[src/rtl/ripple_add_seq_if.sv]
// Operand/result handshake bundle for ripple_add_seq.
// The ovf signal is present only when RIPPLE_ADD_SEQ_OVF_EN is defined.
interface ripple_add_seq_if #(
    parameter int NBYTES = 4
);
    logic                  start_valid;
    logic                  start_ready;
    logic [8*NBYTES-1:0]   a;
    logic [8*NBYTES-1:0]   b;
    logic                  cin;
    logic                  busy;
    logic                  done_valid;
    logic                  done_ready;
    logic [8*NBYTES-1:0]   result;
    logic                  cout;
`ifdef RIPPLE_ADD_SEQ_OVF_EN
    logic                  ovf;
`endif

    modport master (
        output start_valid, a, b, cin, done_ready,
        input  start_ready, busy, done_valid, result, cout
`ifdef RIPPLE_ADD_SEQ_OVF_EN
        , input ovf
`endif
    );

    modport slave (
        input  start_valid, a, b, cin, done_ready,
        output start_ready, busy, done_valid, result, cout
`ifdef RIPPLE_ADD_SEQ_OVF_EN
        , output ovf
`endif
    );
endinterface

[src/rtl/ripple_add_seq.sv]
// Byte-serial wide adder: one shared 8-bit bitripple, LSB byte first, carry held between cycles.
// Optional signed-overflow output enabled by RIPPLE_ADD_SEQ_OVF_EN.
module bitripple (
    input  logic [7:0] a,
    input  logic [7:0] b,
    input  logic       cin,
    output logic [7:0] sum,
    output logic       cout
);
    logic [8:0] c;
    assign c[0] = cin;
    for (genvar i = 0; i < 8; i++) begin : g_fa
        assign sum[i]  = a[i] ^ b[i] ^ c[i];
        assign c[i+1]  = (a[i] & b[i]) | (c[i] & (a[i] ^ b[i]));
    end
    assign cout = c[8];
endmodule

module ripple_add_seq #(
    parameter int NBYTES = 4
) (
    input  logic             clk,
    input  logic             rst,
    ripple_add_seq_if.slave  bus
);
    localparam int W     = 8 * NBYTES;
    localparam int IDX_W = $clog2(NBYTES);

    typedef enum logic [1:0] {IDLE, RUN, DONE} state_t;

    state_t             state_q, state_d;
    logic [IDX_W-1:0]   idx_q, idx_d;
    logic [W-1:0]       a_reg_q, a_reg_d;
    logic [W-1:0]       b_reg_q, b_reg_d;
    logic               carry_reg_q, carry_reg_d;
    logic [W-1:0]       result_reg_q, result_reg_d;

    logic [7:0]         add_a, add_b, add_sum;
    logic               add_cout;
    logic               last_byte;

    assign add_a     = a_reg_q[8*idx_q +: 8];
    assign add_b     = b_reg_q[8*idx_q +: 8];
    assign last_byte = (idx_q == IDX_W'(NBYTES - 1));

    bitripple u_add (
        .a    (add_a),
        .b    (add_b),
        .cin  (carry_reg_q),
        .sum  (add_sum),
        .cout (add_cout)
    );

`ifdef RIPPLE_ADD_SEQ_OVF_EN
    logic ovf_q, ovf_d;
`endif

    always_comb begin
        state_d      = state_q;
        idx_d        = idx_q;
        a_reg_d      = a_reg_q;
        b_reg_d      = b_reg_q;
        carry_reg_d  = carry_reg_q;
        result_reg_d = result_reg_q;
`ifdef RIPPLE_ADD_SEQ_OVF_EN
        ovf_d        = ovf_q;
`endif
        case (state_q)
            IDLE: begin
                if (bus.start_valid) begin
                    a_reg_d     = bus.a;
                    b_reg_d     = bus.b;
                    carry_reg_d = bus.cin;
                    idx_d       = '0;
`ifdef RIPPLE_ADD_SEQ_OVF_EN
                    ovf_d       = 1'b0;
`endif
                    state_d     = RUN;
                end
            end
            RUN: begin
                result_reg_d[8*idx_q +: 8] = add_sum;
                carry_reg_d                = add_cout;
                if (last_byte) begin
                    state_d = DONE;
`ifdef RIPPLE_ADD_SEQ_OVF_EN
                    // Signed overflow: operands agree in sign, result sign differs.
                    ovf_d = (a_reg_q[W-1] == b_reg_q[W-1]) && (add_sum[7] != a_reg_q[W-1]);
`endif
                end else begin
                    idx_d = idx_q + IDX_W'(1);
                end
            end
            DONE: begin
                if (bus.done_ready) state_d = IDLE;
            end
            default: state_d = IDLE;
        endcase
    end

    always_ff @(posedge clk or posedge rst) begin
        if (rst) begin
            state_q      <= IDLE;
            idx_q        <= '0;
            a_reg_q      <= '0;
            b_reg_q      <= '0;
            carry_reg_q  <= 1'b0;
            result_reg_q <= '0;
`ifdef RIPPLE_ADD_SEQ_OVF_EN
            ovf_q        <= 1'b0;
`endif
        end else begin
            state_q      <= state_d;
            idx_q        <= idx_d;
            a_reg_q      <= a_reg_d;
            b_reg_q      <= b_reg_d;
            carry_reg_q  <= carry_reg_d;
            result_reg_q <= result_reg_d;
`ifdef RIPPLE_ADD_SEQ_OVF_EN
            ovf_q        <= ovf_d;
`endif
        end
    end

    assign bus.start_ready = (state_q == IDLE);
    assign bus.busy        = (state_q == RUN) || (state_q == DONE);
    assign bus.done_valid  = (state_q == DONE);
    assign bus.result      = result_reg_q;
    assign bus.cout        = carry_reg_q;
`ifdef RIPPLE_ADD_SEQ_OVF_EN
    assign bus.ovf         = ovf_q;
`endif
endmodule
[src/flat_wrapper.sv]
// flat-port wrapper written by rule: the top's interface ports become plain ports
module ripple_add_seq_flat 
#(
    parameter int NBYTES = 4
)
  (clk, rst, bus_start_valid, bus_a, bus_b, bus_cin, bus_done_ready, bus_start_ready, bus_busy, bus_done_valid, bus_result, bus_cout);
  ripple_add_seq_if #(.NBYTES(NBYTES)) bus_i ();
  input  logic clk;
  input  logic rst;
  input wire logic [$bits(bus_i.start_valid)-1:0] bus_start_valid;
  input wire logic [$bits(bus_i.a)-1:0] bus_a;
  input wire logic [$bits(bus_i.b)-1:0] bus_b;
  input wire logic [$bits(bus_i.cin)-1:0] bus_cin;
  input wire logic [$bits(bus_i.done_ready)-1:0] bus_done_ready;
  output wire logic [$bits(bus_i.start_ready)-1:0] bus_start_ready;
  output wire logic [$bits(bus_i.busy)-1:0] bus_busy;
  output wire logic [$bits(bus_i.done_valid)-1:0] bus_done_valid;
  output wire logic [$bits(bus_i.result)-1:0] bus_result;
  output wire logic [$bits(bus_i.cout)-1:0] bus_cout;
  assign bus_i.start_valid = bus_start_valid;
  assign bus_i.a = bus_a;
  assign bus_i.b = bus_b;
  assign bus_i.cin = bus_cin;
  assign bus_i.done_ready = bus_done_ready;
  assign bus_start_ready = bus_i.start_ready;
  assign bus_busy = bus_i.busy;
  assign bus_done_valid = bus_i.done_valid;
  assign bus_result = bus_i.result;
  assign bus_cout = bus_i.cout;
  ripple_add_seq #(.NBYTES(NBYTES)) u_core (.clk(clk), .rst(rst), .bus(bus_i));
endmodule
[config.mk]
export PLATFORM = sky130hd
export DESIGN_NAME = ripple_add_seq_flat
export DESIGN_NICKNAME = d
export VERILOG_FILES = /design/src/rtl/ripple_add_seq_if.sv /design/src/rtl/ripple_add_seq.sv /design/src/flat_wrapper.sv
export SDC_FILE = /design/constraint.sdc
export NUM_CORES = 1
export LEC_CHECK = 0
export ABC_AREA = 1
export CORE_UTILIZATION = 51
export CTS_CLUSTER_DIAMETER = 40
export DETAILED_ROUTE_END_ITERATION = 8
export GPL_ROUTABILITY_DRIVEN = 0
export GPL_TIMING_DRIVEN = 0
export PLACE_DENSITY_LB_ADDON = 0.25
export SLEW_MARGIN = 20
export SYNTH_ARGS = -nofsm -noshare
export SYNTH_HDL_FRONTEND = slang
export SYNTH_HIERARCHICAL = 1
export SYNTH_SLANG_ARGS = --single-unit
[constraint.sdc]
create_clock -name clk -period 5.1 [get_ports clk]
set_clock_uncertainty 0.2 [all_clocks]
set_input_delay 1.02 -clock clk [delete_from_list [all_inputs] [get_ports clk]]
set_output_delay 1.02 -clock clk [all_outputs]
set_load 0.02 [all_outputs]
==> results of run 1 <==
[flip-flops by register name (all words and copies together), names as in the netlist]
name,cells
u_core/bus.cout,1
u_core/idx_q,2
u_core/bus.result,32
u_core/a_reg_q,32
u_core/state_q,2
u_core/b_reg_q,32
[cell families (layout without fill, tap and decap cells)]
logic type               count (synthesis)  in the layout
buffers and inverters                   95            218
AO/OA/AOI/OAI                           72             72
adder cells (fa/ha/maj)                 17             17
AND/OR/NAND/NOR                        318            318
flip-flops                             101            101
[layout by cell type (no fill, tap or decap), types with 3 or more instances in the layout]
cell type,n
a21oi_1,32
buf_2,11
buf_4,11
buf_6,9
clkbuf_1,5
clkbuf_8,11
clkdlybuf4s50_1,103
dfrtp_1,100
fa_1,5
fa_2,3
ha_1,9
inv_1,59
nand2_1,214
nand3_1,43
nor2_1,41
nor3_1,7
o211ai_1,32
o21ai_0,5
o21ai_1,3
[through the flow]
step / instances / setup slack [ns] / power (mW)
2_1_floorplan: 603 / 0.4441 / 2.674
3_3_place_gp: 835 / -0.1096 / 3.265
3_5_place_dp: 836 / -0.09178 / 3.353
4_1_cts: 851 / 0.01036 / 3.822
5_1_grt: 855 / 0.04006 / 4.195
6_report: 855 / 0.2893 / 3.896
[what timing repair did]
| action | in CTS | in global routing |
|---|---|---|
| pin swaps | 0 | 3 |
| setup endpoints to repair | 3 | 3 |
| buffers inserted | 0 | 4 |
| gates resized for setup | 1 | 11 |
[how the worst max path moves through the flow]
stage                                           start                                 to  slack (ns)  depth (start not counted)
final                     u_core/idx_q[0]$_DFFE_PP0P_  u_core/bus.result[15]$_DFFE_PP0P_        0.29                         22
after global routing      u_core/idx_q[0]$_DFFE_PP0P_  u_core/bus.result[31]$_DFFE_PP0P_        0.04                         22
after CTS                 u_core/idx_q[1]$_DFFE_PP0P_  u_core/bus.result[15]$_DFFE_PP0P_        0.01                         20
after detailed placement  u_core/idx_q[1]$_DFFE_PP0P_  u_core/bus.result[15]$_DFFE_PP0P_       -0.09                         21
after global placement                            rst     u_core/b_reg_q[25]$_DFFE_PP0P_       -0.11                          2
after floorplan           u_core/idx_q[1]$_DFFE_PP0P_  u_core/bus.result[15]$_DFFE_PP0P_        0.44                         21
[per-layer routing]
metal  vias up  share of wire, %  global-route usage, %
met2       204                50                  45.58
li1       2141                 -                      -
met5         -                 0                      0
met4         0               2.5                  10.93
met3        27               6.9                  3.865
met1      2139                41                  33.32
[where the power goes]
group | total, mW | switching [mW] | internal [mW]
Sequential | 1.24 | 0.152 | 1.09
Combinational | 2.19 | 1.36 | 0.825
Clock | 0.465 | 0.264 | 0.202
Total | 3.90 | 1.78 | 2.12
[cell type report]
class,instances,area [sq um],share of cell area [%]
sequential,101,2529,38.92
multi-input combinational,407,2048,31.52
timing repair buffer,108,1089,16.75
buffer,33,254.0,3.909
inverter,62,240.2,3.697
tap,129,161.4,2.484
clock buffer,12,155.1,2.388
clock inverter,3,21.27,0.3274
[synth_stat cells (all sizes together)]
master  instances
a21oi          32
buf            28
clkbuf          5
clkinv          1
dfrtp         101
fa              8
ha              9
inv            61
nand2         218
nand3          44
nand3b          1
nand4           2
nor2           44
nor3            9
o211ai         32
o21ai           8
[worst max-delay path, delay by kind of cell, from the launching register on]
| kind | cells | cell delay [ns] |
|---|---|---|
| adders and majority gates | 8 | 2.80 |
| AOI/OAI and AO/OA | 1 | 0.07 |
| and+or+nand+nor | 5 | 0.49 |
| buffers and inverters | 8 | 0.73 |
| DFF | 1 | 0.44 |
==> results.cfg, run 1 <==
[status]
outcome = complete, no violations

[critical_path]
reg2regPathDepth = 22
end_kind = flop
critPathSlowestCell = dfrtp_2
r2r_end = u_core/bus.result[15]$_DFFE_PP0P_
worstSetupPathType = flop to flop
cp_cell_sequence = inv_2 > buf_8 > buf_6 > nand2_1 > o211ai_1 > nand2_1 > fa_1 > inv_1 > fa_1 > inv_1 > fa_1 > fa_2 > fa_1 > fa_2 > fa_2 > inv_1 > fa_1 > inv_1 > inv_1 > nor3_2 > nand2_1 > nand2_1
critPathMaxFanout = 10
cpPeakStageDelay_ns = 0.44
startpoint_type = flop
arrival_ns = 4.92
rrSetupSlack_ns = 0.29
r2r_start = u_core/idx_q[0]$_DFFE_PP0P_
critPathRequiredTime_ns = 5.21

[clock_network]
cts_tree = built
clk_latency_ns = 0.37
cts_sinks = 101
holdBufCountCts = 0
clock_path_buffers = 2
cts.htree.levels = 3
clk_pin_slew_worst_paths_ns = 0.09
ctsRootBufferMaster = clkbuf_8
cts_buffers = 9

[synth]
synth_cell_type_count = 26
avgSynthCellArea_sq_um = 8.360
ys.warnings.count = 6
synth_seq_cells = 101
seq_area_frac_synth_pct = 50.14
synth_top_family_by_area = simple AND/OR/NAND/NOR gates
synth_area_leaders = dfrtp_1 50%, nand2_1 16%, o211ai_1 4.8%
synth_compound_area_share_pct = 8.737
synth.area.mux_share_pct = 0
synth_cells = 603
synth_top_area_share_pct = 50.14
yosys.area_share.simple_pct = 26.23
syn_area_sq_um = 5041
syn_nets = 689
synthAdderAreaFrac_pct = 5.411
synth_xor_area_share_pct = 0
synth_top_area_cell = dfrtp_1

[floorplan]
dieArea_sq_um = 10290
coreArea_sq_um = 9415
row_count = 35
io_pins = 105
start_util_pct = 53.54
chipHeight_um = 101.4
dieWidth_um = 101.4

[place]
place_area_sq_um = 6266
portBuffers = 103
dp.final_hpwl_mm = 9.541

[sta]
tightest_slew_ns = 0.4690
hold_viol_final = 0
rsz0062_at_grt = no
layout_min_cycle_time_ns = 4.811
fin_crit_sh_pct = 94.33
hold_ws_ns = 0.2824
setup_violations = 0
drv_slew = 0
finalSetupTns_ns = 0
maxSlewHeadroom_pct = 68.74
fmax_mhz = 207.9

[pwr]
power_density_nw_per_um2 = 599.7
peakVddDrop_uv = 315.4
cellLeakagePower_nw = 3.269

[run]
maxCapViolCount = 0

[hold_path]
holdPathEnd = u_core/a_reg_q[27]$_DFFE_PP0P_
whs_path_depth = 2
hp-start = u_core/a_reg_q[27]$_DFFE_PP0P_
hp-class = flop to flop

[grt]
grt_usage_pct = 26.36
antenna_found_initial = 0
grt_pass1_wl_mm = 20.43
grt_start_max_net_pins = 53
overflow = 0
grt_pass1_vias = 4356

[route]
vias_per_cell = 5.276
wirelength_mm = 12.51
wl_per_cell_um = 14.63
drc = 0
drt_pass1_iterations = 5
ant_nets = 0
via_count = 4511
drt_iter0_drc = 196

[finish]
diodes = 0
final_nets = 808
finish.utilization_pct = 69.01
fillers = 778
fin_area_sq_um = 6497
areaGrowthSynthToFinish_pct = 28.89
drive_gt1_share_pct = 8.953
Power figures use the tool's default switching activity.
==> run 2, diff against run 1 <==
--- a/config.mk
+++ b/config.mk
@@ -6,7 +6,9 @@
 export NUM_CORES = 1
 export LEC_CHECK = 0
 export ABC_AREA = 1
-export CORE_UTILIZATION = 51
+export CELL_PAD_IN_SITES_DETAIL_PLACEMENT = 0
+export CELL_PAD_IN_SITES_GLOBAL_PLACEMENT = 2
+export CORE_UTILIZATION = 30
 export CTS_CLUSTER_DIAMETER = 40
 export DETAILED_ROUTE_END_ITERATION = 8
 export GPL_ROUTABILITY_DRIVEN = 0
==> run 2 against run 1 <==
Core utilization fell by 28 points. Fmax decreased by 0.57%. Worst hold slack worse by 0.0081 ns. Non-clock buffer count decreased by 1. Critical endpoint unchanged. Cell count is 11% higher. Register-to-register slack got worse by 0.03 ns. Worst setup slack worse by 0.028 ns.
==> results.cfg, run 2 (synthesized netlist as in run 1, its figures left out) <==
[place]
portBuffers = 103
dp.final_hpwl_mm = 10.97
place_area_sq_um = 6380
place_inst = 927

[grt]
grt_pass1_wl_mm = 23.36
grt_pass1_vias = 4361
antenna_found_initial = 0
grt_start_max_net_pins = 71
overflow = 0
grt_usage_pct = 17.60

[route]
wl_per_cell_um = 15.12
ant_nets = 0
drt_pass1_iterations = 7
vias_per_cell = 4.535
wirelength_mm = 14.31
drc = 0
via_count = 4290
drt_iter0_drc = 270

[pwr]
p_comb_share_pct = 54.2
power_frac_clock_pct = 16.4
internal_power_mw = 2.308
swShare_pct = 44.31
p_seq_share_pct = 29.4
power.switching_mw = 1.836
peakVddDrop_uv = 257.0
cellLeakagePower_nw = 3.319
power_density_nw_per_um2 = 616.3

[floorplan]
io_pins = 105
start_util_pct = 30.62
dieArea_sq_um = 17330
row_count = 47
chipHeight_um = 131.6
dieWidth_um = 131.6
coreArea_sq_um = 16470

[hold_path]
whs_path_depth = 2
hp-start = u_core/b_reg_q[26]$_DFFE_PP0P_
hp-class = flop to flop
holdPathEnd = u_core/b_reg_q[26]$_DFFE_PP0P_

[sta]
tightest_slew_ns = 0.5285
hold_viol_final = 0
fin_crit_sh_pct = 94.87
layout_min_cycle_time_ns = 4.838
hold_ws_ns = 0.2744
rsz0062_at_grt = no
fmax_mhz = 206.7
maxSlewHeadroom_pct = 64.77
setup_violations = 0
drv_slew = 0

[critical_path]
worstSetupPathType = flop to flop
end_kind = flop
rrSetupSlack_ns = 0.26
startpoint_type = flop
r2r_start = u_core/idx_q[0]$_DFFE_PP0P_
arrival_ns = 4.93
reg2regPathDepth = 22
critPathMaxFanout = 10
critPathRequiredTime_ns = 5.19
r2r_end = u_core/bus.result[15]$_DFFE_PP0P_

[clock_network]
clock_path_buffers = 2
clk_latency_ns = 0.35
cts_tree = built
cts_buffers = 9
clk_pin_slew_worst_paths_ns = 0.06
cts.htree.levels = 3
holdBufCountCts = 0
ctsRootBufferMaster = clkbuf_16
cts_sinks = 101

[finish]
final_cells = 946
drive_gt1_share_pct = 8.953
layout_common_cells = 214 x nand2_1, 103 x clkdlybuf4s50_1, 100 x dfrtp_1
diodes = 0
final_nets = 807
final-seq-area_sq_um = 2529
finish.utilization_pct = 40.84
areaGrowthSynthToFinish_pct = 33.38
fin_area_sq_um = 6724
final_common_cell = nand2_1
multi_input_area_sq_um = 2048
fillers = 1685

[run]
maxCapViolCount = 0

[status]
outcome = complete, no violations
[run 2: changes by cell type in the layout (fill, tap and decap cells not counted), sizes merged]
cell / change
clkinv: -2
clkbuf: +4
clkinvlp: -1
buf: -1
[run 2: through the flow]
stage	power, mW	TNS [ns]	setup slack [ns]
6_report	4.144	0	0.2617
5_1_grt	4.510	0	0.008682
4_1_cts	4.117	0	0.009244
3_5_place_dp	3.435	-0.3500	-0.1292
3_3_place_gp	3.409	-43.02	-0.4320
2_1_floorplan	2.674	0	0.4441
[run 2: worst max path at each step]
stage                                            from                                 to  cells after the start
after floorplan           u_core/idx_q[1]$_DFFE_PP0P_  u_core/bus.result[15]$_DFFE_PP0P_                     21
after global placement                            rst      u_core/b_reg_q[5]$_DFFE_PP0P_                      2
after detailed placement  u_core/idx_q[1]$_DFFE_PP0P_  u_core/bus.result[15]$_DFFE_PP0P_                     21
after CTS                 u_core/idx_q[1]$_DFFE_PP0P_  u_core/bus.result[15]$_DFFE_PP0P_                     20
after global routing      u_core/idx_q[0]$_DFFE_PP0P_  u_core/bus.result[31]$_DFFE_PP0P_                     22
final                     u_core/idx_q[0]$_DFFE_PP0P_  u_core/bus.result[15]$_DFFE_PP0P_                     22
[run 2: worst max-delay path: stages (launching register included)]
cell and delay [ns]:
dfrtp_2 0.43, inv_2 0.08, buf_12 0.14, buf_6 0.15, nand2_1 0.06, o211ai_1 0.08, nand2_1 0.12, fa_1 0.42
inv_1 0.07, fa_1 0.15, inv_1 0.05, fa_1 0.39, fa_2 0.35, fa_1 0.38, fa_2 0.35, fa_2 0.34
inv_2 0.06, fa_1 0.45, inv_2 0.08, inv_1 0.07, nor3_2 0.20, nand2_1 0.08, nand2_1 0.06
[run 2: final cells by class]
cell class                      instances  share of cell area, %
Tap cell                              220                  4.094
Buffer                                 33                  3.852
Sequential cell                       101                  37.61
Clock buffer                           16                  4.336
Timing Repair Buffer                  107                  16.08
Multi-Input combinational cell        407                  30.46
Inverter                               62                  3.573
[run 2: what timing repair did]
item	4_1_cts	5_1_grt
gates resized for setup	1	15
gates cloned	0	0
pin swaps	0	3
endpoints found under the setup margin	3	3
setup buffers	0	3
[run 2: power by group through the flow]
| stage | Combinational [mW] | Sequential, mW | Clock, mW |
|---|---|---|---|
| 2_1_floorplan | 1.44 | 1.24 | 0 |
| 3_3_place_gp | 2.18 | 1.23 | 0 |
| 3_5_place_dp | 2.20 | 1.24 | 0 |
| 4_1_cts | 2.20 | 1.22 | 0.693 |
| 5_1_grt | 2.53 | 1.25 | 0.724 |
| 6_report | 2.25 | 1.22 | 0.678 |
[run 2: layer usage]
layer  vias up  global-route usage (%)  routed length (um)
li1       2137                       -                   -
met1      2032                   23.64                6473
met4         0                   6.589                 250
met2       104                   28.48                6910
met3        17                   2.816                 670
met5         -                       0                   0
